===== config.mk =====
export PLATFORM = sky130hd
export DESIGN_NAME = snes_pad_scheduler
export DESIGN_NICKNAME = d
export VERILOG_FILES = /design/src/rtl/snes_pad_scheduler.sv
export SDC_FILE = /design/constraint.sdc
export NUM_CORES = 1
export LEC_CHECK = 0
export CORE_ASPECT_RATIO = 0.75
export CORE_UTILIZATION = 25
export DETAILED_ROUTE_END_ITERATION = 10
export PLACE_DENSITY = 0.38
export SETUP_SLACK_MARGIN = 0.15
export SLEW_MARGIN = 10
export SYNTH_ARGS = -nofsm -noshare
export SYNTH_HDL_FRONTEND = slang
export SYNTH_SLANG_ARGS = --single-unit

===== constraint.sdc =====
create_clock -name clk_50 -period 5.26 [get_ports clk_50]
set_input_delay 1.052 -clock clk_50 [delete_from_list [all_inputs] [get_ports clk_50]]
set_output_delay 1.052 -clock clk_50 [all_outputs]
set_load 0.005 [all_outputs]

===== src/rtl/snes_pad_scheduler.sv =====
// snes_pad_scheduler: poll scheduler for two SNES pads sharing one latch/clock bus.
// Shifts 16 bits from both pads at once, publishes 12 buttons + presence per pad.
// Optional feature macro: SNES_EDGE_EVENTS_EN adds per-pad press-event outputs.
module snes_pad_scheduler #(
    parameter int unsigned CLK_HALF      = 300,
    parameter int unsigned LATCH_CYCLES  = 600,
    parameter int unsigned POLL_INTERVAL = 30000
) (
    input  logic        clk_50,
    input  logic        reset_n,
    input  logic        pad0_dout,
    input  logic        pad1_dout,
    input  logic        poll_req,
    output logic        pad_latch,
    output logic        pad_clk,
    output logic [11:0] pad0_buttons,
    output logic [11:0] pad1_buttons,
    output logic        pad0_present,
    output logic        pad1_present,
    output logic        updated,
    output logic        busy
`ifdef SNES_EDGE_EVENTS_EN
    ,
    output logic [11:0] pad0_pressed,
    output logic [11:0] pad1_pressed
`endif
);

    localparam int unsigned MaxA    = (LATCH_CYCLES > CLK_HALF) ? LATCH_CYCLES : CLK_HALF;
    localparam int unsigned MaxLoad = (POLL_INTERVAL > MaxA) ? POLL_INTERVAL : MaxA;
    localparam int unsigned CntW    = (MaxLoad > 1) ? $clog2(MaxLoad) : 1;

    localparam logic [CntW-1:0] LoadLatch = CntW'(LATCH_CYCLES - 1);
    localparam logic [CntW-1:0] LoadHalf  = CntW'(CLK_HALF - 1);
    localparam logic [CntW-1:0] LoadWait  = CntW'(POLL_INTERVAL - 1);

    localparam logic [2:0] StIdle    = 3'd0;
    localparam logic [2:0] StLatch   = 3'd1;
    localparam logic [2:0] StGap     = 3'd2;
    localparam logic [2:0] StShiftLo = 3'd3;
    localparam logic [2:0] StShiftHi = 3'd4;
    localparam logic [2:0] StDone    = 3'd5;
    localparam logic [2:0] StWait    = 3'd6;

    logic [2:0]      state_q, state_d;
    logic [CntW-1:0] cnt_q, cnt_d;
    logic [3:0]      bit_q, bit_d;
    logic            pend_q, pend_d;

    logic [15:0] raw0_q, raw1_q;
    logic [11:0] btn0_q, btn1_q;
    logic        present0_q, present1_q;

    logic        sample, publish;
    logic        new_present0, new_present1;
    logic [11:0] new_btn0, new_btn1;

    // Next-state, phase timer and pending-request logic
    always_comb begin
        state_d = state_q;
        bit_d   = bit_q;
        cnt_d   = (cnt_q != '0) ? cnt_q - CntW'(1) : cnt_q;
        unique case (state_q)
            StIdle: begin
                if (cnt_q == '0) begin
                    state_d = StLatch;
                    cnt_d   = LoadLatch;
                end
            end
            StLatch: begin
                if (cnt_q == '0) begin
                    state_d = StGap;
                    cnt_d   = LoadHalf;
                end
            end
            StGap: begin
                if (cnt_q == '0) begin
                    state_d = StShiftLo;
                    cnt_d   = LoadHalf;
                    bit_d   = 4'd0;
                end
            end
            StShiftLo: begin
                if (cnt_q == '0) begin
                    state_d = StShiftHi;
                    cnt_d   = LoadHalf;
                end
            end
            StShiftHi: begin
                if (cnt_q == '0) begin
                    if (bit_q == 4'd15) begin
                        state_d = StDone;
                    end else begin
                        state_d = StShiftLo;
                        bit_d   = bit_q + 4'd1;
                    end
                    cnt_d = LoadHalf;
                end
            end
            StDone: begin
                // A request seen during the poll, or in this very cycle, restarts at once
                if (pend_q || poll_req) begin
                    state_d = StLatch;
                    cnt_d   = LoadLatch;
                end else begin
                    state_d = StWait;
                    cnt_d   = LoadWait;
                end
            end
            StWait: begin
                if (pend_q || cnt_q == '0) begin
                    state_d = StLatch;
                    cnt_d   = LoadLatch;
                end
            end
            default: begin
                state_d = StIdle;
                cnt_d   = '0;
            end
        endcase

        // The poll starting from WAIT/DONE serves every request seen so far
        pend_d = pend_q;
        if (state_d == StLatch && (state_q == StWait || state_q == StDone)) begin
            pend_d = 1'b0;
        end else if (poll_req) begin
            pend_d = 1'b1;
        end
    end

    // Sequencer state; IDLE counter starts at 1 so IDLE spans one full cycle after release
    always_ff @(posedge clk_50 or negedge reset_n) begin
        if (!reset_n) begin
            state_q <= StIdle;
            cnt_q   <= CntW'(1);
            bit_q   <= 4'd0;
            pend_q  <= 1'b0;
        end else begin
            state_q <= state_d;
            cnt_q   <= cnt_d;
            bit_q   <= bit_d;
            pend_q  <= pend_d;
        end
    end

    assign sample  = (state_q == StShiftLo) && (cnt_q == LoadHalf);
    assign publish = (state_q == StShiftHi) && (cnt_q == '0) && (bit_q == 4'd15);

    // A disconnected pad reads all zeros through the board pull-down
    assign new_present0 = (raw0_q != 16'h0000);
    assign new_present1 = (raw1_q != 16'h0000);
    assign new_btn0     = new_present0 ? ~raw0_q[11:0] : 12'h000;
    assign new_btn1     = new_present1 ? ~raw1_q[11:0] : 12'h000;

    // Raw capture on the first SHIFT_LO cycle, then atomic publish on entry to DONE
    always_ff @(posedge clk_50 or negedge reset_n) begin
        if (!reset_n) begin
            raw0_q     <= 16'h0000;
            raw1_q     <= 16'h0000;
            btn0_q     <= 12'h000;
            btn1_q     <= 12'h000;
            present0_q <= 1'b0;
            present1_q <= 1'b0;
        end else begin
            if (sample) begin
                raw0_q[bit_q] <= pad0_dout;
                raw1_q[bit_q] <= pad1_dout;
            end
            if (publish) begin
                btn0_q     <= new_btn0;
                btn1_q     <= new_btn1;
                present0_q <= new_present0;
                present1_q <= new_present1;
            end
        end
    end

`ifdef SNES_EDGE_EVENTS_EN
    logic [11:0] pressed0_q, pressed1_q;

    // Press events live for the DONE cycle only; a newly attached pad reports none
    always_ff @(posedge clk_50 or negedge reset_n) begin
        if (!reset_n) begin
            pressed0_q <= 12'h000;
            pressed1_q <= 12'h000;
        end else if (publish) begin
            pressed0_q <= present0_q ? (new_btn0 & ~btn0_q) : 12'h000;
            pressed1_q <= present1_q ? (new_btn1 & ~btn1_q) : 12'h000;
        end else begin
            pressed0_q <= 12'h000;
            pressed1_q <= 12'h000;
        end
    end

    assign pad0_pressed = pressed0_q;
    assign pad1_pressed = pressed1_q;
`endif

    assign pad_latch    = (state_q == StLatch);
    assign pad_clk      = (state_q != StShiftLo);
    assign updated      = (state_q == StDone);
    assign busy         = (state_q == StLatch) || (state_q == StGap) ||
                          (state_q == StShiftLo) || (state_q == StShiftHi) ||
                          (state_q == StDone);
    assign pad0_buttons = btn0_q;
    assign pad1_buttons = btn1_q;
    assign pad0_present = present0_q;
    assign pad1_present = present1_q;

endmodule


### After elaboration in Yosys (flattened, before gate mapping)

Cells that the tools add are included.

* shifts and indexed selects: 0
* add/sub/neg operators: 2
* reductions and logical operators: 21
* $lt $le $gt $ge: 2
* eq/ne operators: 13
* bitwise operators: 2
* div/mod/pow operators: 0
* multiply operators: 0
* mux-type cells: 27

Operator list (number)
* $mux 15: 5
* $pmux 15 s4: 1
* $bwmux 16: 2
* $reduce_bool 16->1: 2
* $mux 12: 2
* $mux 3: 8
* $not 12->12: 2
* $pmux 3 s7: 1
* $eq 15x9->1 const B: 1
* $logic_not 15->1: 1
* $reduce_bool 15->1: 1
* $sub 15x1->15 const B: 1
* $mux 4: 3
* $eq 3x3->1 const B: 3
* $pmux 4 s2: 1
* $logic_or 1x1->1: 7
* $eq 3x1->1 const B: 2
* $eq 3x2->1 const B: 2
* $ne 2x2->1 const B: 3
* $logic_and 1x1->1: 5
* $lt 4x5->1 const B: 1
* $add 4x1->4 const B: 1
* $demux 1 s4: 1
* $eq 4x4->1 const B: 1
* 7 further kinds: 10

* memories: 0
* latch bits: 0
* bits in read-only memories: 0
* bits of input ports: 5
* word-level logic and storage cells: 77
* memory bits (writable): 0
* flip-flop bits (word level): 81

### Depth between registers and ports, before layout

Gate-level depths: netlist of run 1.

* depth in word-level cells: 7
* gate-level depth with buffers: 11

### Worst setup path after synthesis of run 1

Ideal clock, no wire load.

* kind: reg-to-output
* start point: register state_q[2]
* end point: output updated
* slack: 3.027 ns
* stages on the path, launching flop included: 5
* arrival: 1.181 ns
* data required time: 4.208 ns
* cells stage by stage: dfrtp_1 clkbuf_1 clkbuf_1 nand2_1 nor2_1

* word-level cells in the longest chain between the ends: 1

RTL lines
* from (decl): RTL line 45 `logic [2:0] state_q, state_d;`
* from (signal assigned): RTL line 134 `state_q <= StIdle;`
* from (signal assigned): RTL line 139 `state_q <= state_d;`
* $eq 3x3->1: RTL line 201 `assign updated = (state_q == StDone);`
* to (decl): RTL line 20 `output logic updated,`

Every way passes these cells.

### Final worst setup path of run 1

* start point: register cnt_q[4]
* end point: register btn0_q[2], in the netlist pad0_buttons[2]

* word-level cells in the longest chain between the ends: 3

RTL lines
* from (decl): RTL line 46 `logic [CntW-1:0] cnt_q, cnt_d;`
* from (signal assigned): RTL line 135 `cnt_q <= CntW'(1);`
* from (signal assigned): RTL line 140 `cnt_q <= cnt_d;`
* $logic_not 15->1: RTL line 147 `assign publish = (state_q == StShiftHi) && (cnt_q == '0) && (bit_q == 4'd15);`
* $logic_and 1x1->1 (2 in a row): RTL line 147
* to (signal assigned): RTL line 170 `btn0_q <= new_btn0;`
* to (decl): RTL line 51 `logic [11:0] btn0_q, btn1_q;`

Every way passes these cells.
A chain may end at the register's enable or synchronous reset.

==> results of run 1 <==
[layout make-up]
type	count	area, um^2
clock inverter	5	56.3
timing repair buffer	35	345
inverter	11	41.3
tap	205	256
fill	1610	10600
sequential	81	2030
clock buffer	11	233
multi-input combinational	256	1770
[path summary, 6_finish.rpt]
check,endpoint,slack (ns),cells after the start
max,pad0_buttons[2]$_DFFE_PN0P_,2.08,4
min,pad0_buttons[7]$_DFFE_PN0P_,0.48,2
max reg2reg,pad0_buttons[2]$_DFFE_PN0P_,2.08,4
min reg2reg,pad0_buttons[7]$_DFFE_PN0P_,0.48,2
max in group asynchronous,raw0_q[11]$_DFFE_PN0P_,3.59,2
min in group asynchronous,cnt_q[11]$_DFF_PN0_,0.62,1
[worst min-delay path: stages (launching register included)]
cell                      delay, ns
sky130_fd_sc_hd__dfrtp_1       0.34
sky130_fd_sc_hd__nand2_1       0.05
sky130_fd_sc_hd__o31ai_1       0.05
[power groups by stage]
stage                     registers, W  clock network [W]  logic (W)
after floorplan               0.000653                  0  0.0000122
after global placement        0.000658                  0  0.0000318
after detailed placement      0.000659                  0  0.0000324
after CTS                     0.000647           0.000639  0.0000324
after global routing          0.000648           0.000666  0.0000353
final                         0.000647           0.000615  0.0000305
[metal layers]
layer,wire [um],GRT usage [%]
met4,61,4.19
met2,3760,15.7
met1,5410,19.8
met3,298,3.42
met5,0,0
[Yosys cell counts, types with 2 or more instances]
master and instances:
sky130_fd_sc_hd__o31ai_1 27, sky130_fd_sc_hd__nor3_4 4, sky130_fd_sc_hd__o211ai_1 3, sky130_fd_sc_hd__nor4_1 13
sky130_fd_sc_hd__nor2_1 17, sky130_fd_sc_hd__o21a_1 2, sky130_fd_sc_hd__nor2b_1 3, sky130_fd_sc_hd__nor3b_1 3
sky130_fd_sc_hd__nor3_1 11, sky130_fd_sc_hd__o21ai_0 21, sky130_fd_sc_hd__nand3_1 2, sky130_fd_sc_hd__xnor2_1 4
sky130_fd_sc_hd__mux2_1 13, sky130_fd_sc_hd__ha_1 7, sky130_fd_sc_hd__nand4_1 4, sky130_fd_sc_hd__inv_1 11
sky130_fd_sc_hd__and2b_1 2, sky130_fd_sc_hd__xor2_1 5, sky130_fd_sc_hd__a32oi_1 2, sky130_fd_sc_hd__and4_1 4
sky130_fd_sc_hd__clkbuf_1 13, sky130_fd_sc_hd__nand2_1 53, sky130_fd_sc_hd__buf_2 7, sky130_fd_sc_hd__or3_1 2
sky130_fd_sc_hd__mux2_2 19, sky130_fd_sc_hd__or4_1 2, sky130_fd_sc_hd__a31oi_1 3, sky130_fd_sc_hd__nand3_2 5
sky130_fd_sc_hd__a21oi_1 7, sky130_fd_sc_hd__dfrtp_1 80, sky130_fd_sc_hd__a211oi_1 3
[cell families after synthesis]
group | Yosys count
and+or+nand+nor | 136
muxes | 32
adders and majority gates | 7
DFF | 81
AOI/OAI and AO/OA | 72
buffers and inverters | 33
xor gates and xnor gates | 9
[per-stage QoR]
stage | instances | total power [W] | worst slack (ns)
global placement | 588 | 0.000690 | 2.17
CTS | 604 | 0.00132 | 2.09
floorplan | 370 | 0.000666 | 3.03
detailed placement | 588 | 0.000691 | 2.10
finish | 604 | 0.00129 | 2.08
global route | 604 | 0.00135 | 1.73
[sequential cells by signal, indices dropped and copies added, names as in the netlist, 3 cells and up]
signal,cells
raw0_q,16
pad1_buttons,12
cnt_q,15
state_q,3
raw1_q,16
pad0_buttons,12
bit_q,4
==> reports/results.ini, run 1 <==
[timing]
final_min_period_over_clock_period_pct=60.5
fin_tns_setup_ns=0
final_hold_viol_count=0
whs_ns=0.476
finalCriticalPeriod_ns=3.18
worst_slew_margin_rel_pct=31.9
tightestPinTransition_ns=1.01
fmax_mhz=314
drv_slew=0
setup_viol_count_final=0
maximum_clock_skew_at_final_layout_ns=0.00790
rsz0062_at_grt=false

[yosys]
netlist.top_cell.by_area=sky130_fd_sc_hd__dfrtp_1
synth.top_cell.area_share_pct=50.8
synth_top_family_by_area=simple AND/OR/NAND/NOR gates
netlist_instances=370
synth_fa_ha_area_share_pct=2.22
synth-main-ff-cell=sky130_fd_sc_hd__dfrtp_1
proportion_of_synthesized_flip_flops_having_asynchronous_set_or_reset_pct=100
synth_edf_count=0
synth_mux_area_share_pct=9.15
synth.net_count=382
yosys.cell_types.count=49
yosysWarningCount=0
synthTopCellsByArea=sky130_fd_sc_hd__dfrtp_1, sky130_fd_sc_hd__mux2_2, sky130_fd_sc_hd__o31ai_1
synth-xor-area-share_pct=2.00
post_synth.cell_area_avg_um2=10.6
synthSimpleGateAreaFrac_pct=19.5
synth-compound-area-share_pct=12.0
syn_area_um2=3940
synth.ff_latch_count=81
synth-seq-area-share_pct=51.5

[final_layout]
mostFrequentLayoutCells=sky130_fd_sc_hd__dfrtp_1, sky130_fd_sc_hd__nand2_1, sky130_fd_sc_hd__clkdlybuf4s50_1, sky130_fd_sc_hd__o31ai_1, sky130_fd_sc_hd__o21ai_0
layout_commonest_cell=sky130_fd_sc_hd__dfrtp_1
final_design_utilization_pct=30.9
relative_area_change_from_synthesis_to_final_layout_pct=20.1
fraction_of_layout_cells_with_a_size_suffix_above_1_pct=12.5
number_of_nets_in_the_final_layout=406
num_antenna_cells=0
finish.instance_area_um2=4730

[place]
numPortBuffers=34
dp.final_hpwl_mm=6.81
placement.cell_area_um2=4440
place.gp.congestion=0.785

[floorplan]
floorplan.rows=39
core_area_um2=15300
die-width_um=147
fp.dieArea_um2=16300
initial_core_util_pct=25.7
dieHeight_um=111
io_pins=35

[setup_path]
critical-path-top-delay-family=simple AND/OR/NAND/NOR gates
timing.critical_path.cells=nor3_1, and4_1, nand3_2, o31ai_1
rr_startpoint=cnt_q[4]$_DFF_PN0_
crit_path_max_fanout=52
critical-path-slowest-cell=sky130_fd_sc_hd__nand3_2
worst-path-buf-inv=0
critPathLaunchType=flop
cp_data_arrival_time_ns=3.40
crit_path_end_kind=flop
timing.critical_path.from=cnt_q[4]$_DFF_PN0_
critical_path_class=flop to flop
largest_stage_delay_on_the_critical_path_ns=0.83
cp_data_required_time_ns=5.48

[clock_network]
cts-hold-fix-buffers=0
postcts_setup_bufs=0
tritoncts_clock_tree=yes
number_of_clock_buffers_inserted_by_tritoncts=9
htree_levels=3
cts.sinks=81
cts_max_path_buffers=2
clockRootBuffer=sky130_fd_sc_hd__clkbuf_16
worst_setup_hold_path_clk_slew_ns=0.06
worst_skew_pair.late_latency_ns=0.33
cts.repair.resized=0

[pwr]
switching_component_of_the_power_w=0.000279
cellPowerDensity_nw_per_um2=273
power.leakage_nw=1.88
share_seq_of_total_power_pct=50.1
vdd_drop_max_mv=0.102
comb_power_share_pct=2.4
switching_share_pct=21.6
p_int_w=0.00101
power_frac_clock_pct=47.6

[drt]
antenna_violating_nets_post_route=0
drt-initial-drc-count=242
drt_pass1_iterations=4
post_drt_wl_per_cell_um=15.8
wirelength_mm=9.53
drc_errors=0
route.vias.total=2851
via_per_inst=4.72

[grt]
grt.total_usage_pct=12.5
grt_max_degree=59
wire_length_of_the_first_global_routing_pass_mm=15.7
grt_antenna_before_repair=0
first_global_vias=2733
grt.overflow.total=0

[hold_path]
min-delay-path-class=flop to flop
hold_path_startpoint=pad0_buttons[7]$_DFFE_PN0P_

[job]
number_of_maximum_capacitance_constraint_violations=0

[run_status]
run_status=finished clean

No activity file was read; power rests on OpenSTA's default activity.
==> run 2, diff against run 1 <==
==> constraint.sdc (replaced) <==
create_clock -name clk_50 -period 3.15 [get_ports clk_50]
set_input_delay 0.63 -clock clk_50 [delete_from_list [all_inputs] [get_ports clk_50]]
set_output_delay 0.63 -clock clk_50 [all_outputs]
set_load 0.005 [all_outputs]
==> reports/results.ini, run 2 (synthesis results as in run 1) <==
[run_status]
run_status=finished clean

[setup_path]
cp_data_required_time_ns=2.52  ; -2.96 ns
timing.critical_path.from=state_q[2]$_DFF_PN0_
rr_startpoint=state_q[1]$_DFF_PN0_
critical-path-slowest-cell=sky130_fd_sc_hd__dfrtp_1
timing.critical_path.cells=nand2_1, nor2_1, clkdlybuf4s50_1
crit_path_max_fanout=17  ; -67%
crit_path_end_kind=output pin
critical_path_class=flop to output pin
worst-path-buf-inv=1  ; +1
largest_stage_delay_on_the_critical_path_ns=0.69  ; -0.14 ns
critical-path-top-delay-family=flip-flops
cp_data_arrival_time_ns=2.15  ; -1.25 ns
critPathLaunchType=flop

[hold_path]
min-delay-path-class=input pin to async pin

[pwr]
cellPowerDensity_nw_per_um2=474  ; +73%
p_total_w=0.00229  ; +77%
power.leakage_nw=1.93  ; +2.6%
vdd_drop_max_mv=0.218  ; +110%

[grt]
wire_length_of_the_first_global_routing_pass_mm=16.9  ; +8.1%
grt_max_degree=54  ; -8.5%
grt.total_usage_pct=13.5  ; +0.99 points
grt_antenna_before_repair=0  ; unchanged
first_global_vias=2999  ; +9.7%
grt.overflow.total=0  ; unchanged

[floorplan]
fp.dieArea_um2=16300  ; unchanged
floorplan.rows=39  ; unchanged
io_pins=35  ; unchanged
initial_core_util_pct=25.7  ; unchanged
core_area_um2=15300  ; unchanged
dieHeight_um=111  ; unchanged
die-width_um=147  ; unchanged

[final_layout]
mostFrequentLayoutCells=sky130_fd_sc_hd__dfrtp_1, sky130_fd_sc_hd__nand2_1, sky130_fd_sc_hd__clkdlybuf4s50_1, sky130_fd_sc_hd__o31ai_1, sky130_fd_sc_hd__o21ai_0
final_design_utilization_pct=31.5  ; +0.59 points
number_of_nets_in_the_final_layout=411  ; +1.2%
fraction_of_layout_cells_with_a_size_suffix_above_1_pct=14.1  ; +1.6 points
layout_commonest_cell=sky130_fd_sc_hd__dfrtp_1
relative_area_change_from_synthesis_to_final_layout_pct=22.4
num_antenna_cells=0  ; unchanged
reg_top3=raw0_q x16, raw1_q x16, cnt_q x15

[clock_network]
cts.sinks=81  ; unchanged
cts-hold-fix-buffers=0  ; unchanged
tritoncts_clock_tree=yes
cts_max_path_buffers=2  ; unchanged
cts.repair.resized=0  ; unchanged
number_of_clock_buffers_inserted_by_tritoncts=9  ; unchanged
worst_setup_hold_path_clk_slew_ns=0.06  ; about the same
worst_skew_pair.late_latency_ns=0.34  ; about the same
htree_levels=3  ; unchanged
postcts_setup_bufs=0  ; unchanged
clockRootBuffer=sky130_fd_sc_hd__clkbuf_16

[place]
preCtsSetupSlack_ns=0.666  ; -1.44 ns
numPortBuffers=34  ; unchanged
place.gp.congestion=0.780  ; -0.70%
dp.final_hpwl_mm=7.07  ; +3.8%

[drt]
drt-initial-drc-count=122  ; -50%
detail_route.wirelength.met1_mm=5.54  ; +2.5%
via_per_inst=4.80  ; +1.6%
drt_pass1_iterations=4  ; unchanged
drc_errors=0  ; unchanged
met3_length_um=293  ; -1.7%
met2RoutedLength_mm=4.03  ; +7.1%
route.vias.total=2922  ; +2.5%
top_layer=met4
post_drt_wl_per_cell_um=16.4  ; +4.1%
wirelength_mm=10.0  ; +5.0%
antenna_violating_nets_post_route=0  ; unchanged

[timing]
drv_slew=0  ; unchanged
fmax_mhz=360
fin_tns_setup_ns=0  ; unchanged
rsz0062_at_grt=false
worst_slew_margin_rel_pct=46.7  ; +15 points
final_min_period_over_clock_period_pct=88.2
finalCriticalPeriod_ns=2.78
setup_ws_ns=0.371  ; -1.71 ns
final_hold_viol_count=0  ; unchanged
tightestPinTransition_ns=0.792  ; -0.219 ns
setup_viol_count_final=0  ; unchanged
maximum_clock_skew_at_final_layout_ns=0.00620  ; -0.00170 ns

[job]
number_of_maximum_capacitance_constraint_violations=0  ; unchanged

## run 2: cell type report
cell class,count,area (um^2)
Fill cell,1574,10500
Multi-Input combinational cell,256,1770
Tap cell,205,256
Timing Repair Buffer,40,395
Clock inverter,6,90.1
Sequential cell,81,2030
Inverter,11,41.3
Clock buffer,10,239
## run 2: stage by stage
step / cells / area [um^2] / hold WS [ns]
floorplan: 370 / 3940 / 0.334
global placement: 593 / 4490 / 0.463
detailed placement: 593 / 4490 / 0.470
CTS: 609 / 4820 / 0.383
global route: 609 / 4820 / 0.422
finish: 609 / 4820 / 0.358
## run 2: worst reg2reg max path, stage by stage (launching register included)
cell,delay [ns]
sky130_fd_sc_hd__dfrtp_1,0.76
sky130_fd_sc_hd__nand3b_1,0.24
sky130_fd_sc_hd__or4_4,0.64
sky130_fd_sc_hd__nor3_4,0.25
sky130_fd_sc_hd__nand2_1,0.18
sky130_fd_sc_hd__mux2_1,0.34
## run 2: final timing paths
path                                                  to  slack (ns)  depth (start not counted)
worst max-delay path                             updated        0.37                          3
worst min-delay path                  cnt_q[9]$_DFF_PN0_        0.36                          1
worst max register to register     raw0_q[0]$_DFFE_PN0P_        0.63                          5
worst min register to register  pad0_present$_DFFE_PN0P_        0.47                          2
max in group asynchronous          raw0_q[9]$_DFFE_PN0P_        2.16                          2
min in group clk_50             pad0_present$_DFFE_PN0P_        0.47                          2
## run 2: layer usage
metal / vias to the layer above / global-route usage, %
met5: - / 0
met4: 0 / 4.47
met3: 9 / 3.50
met2: 50 / 18.5
met1: 1457 / 20.3
li1: 1406 / -
## run 2: power by group
part           switching [W]  leakage (nW)  total [W]  internal [W]
clock               0.000433         0.159    0.00115      0.000718
combinational      0.0000334         0.740  0.0000542     0.0000208
sequential         0.0000194          1.03    0.00108       0.00106
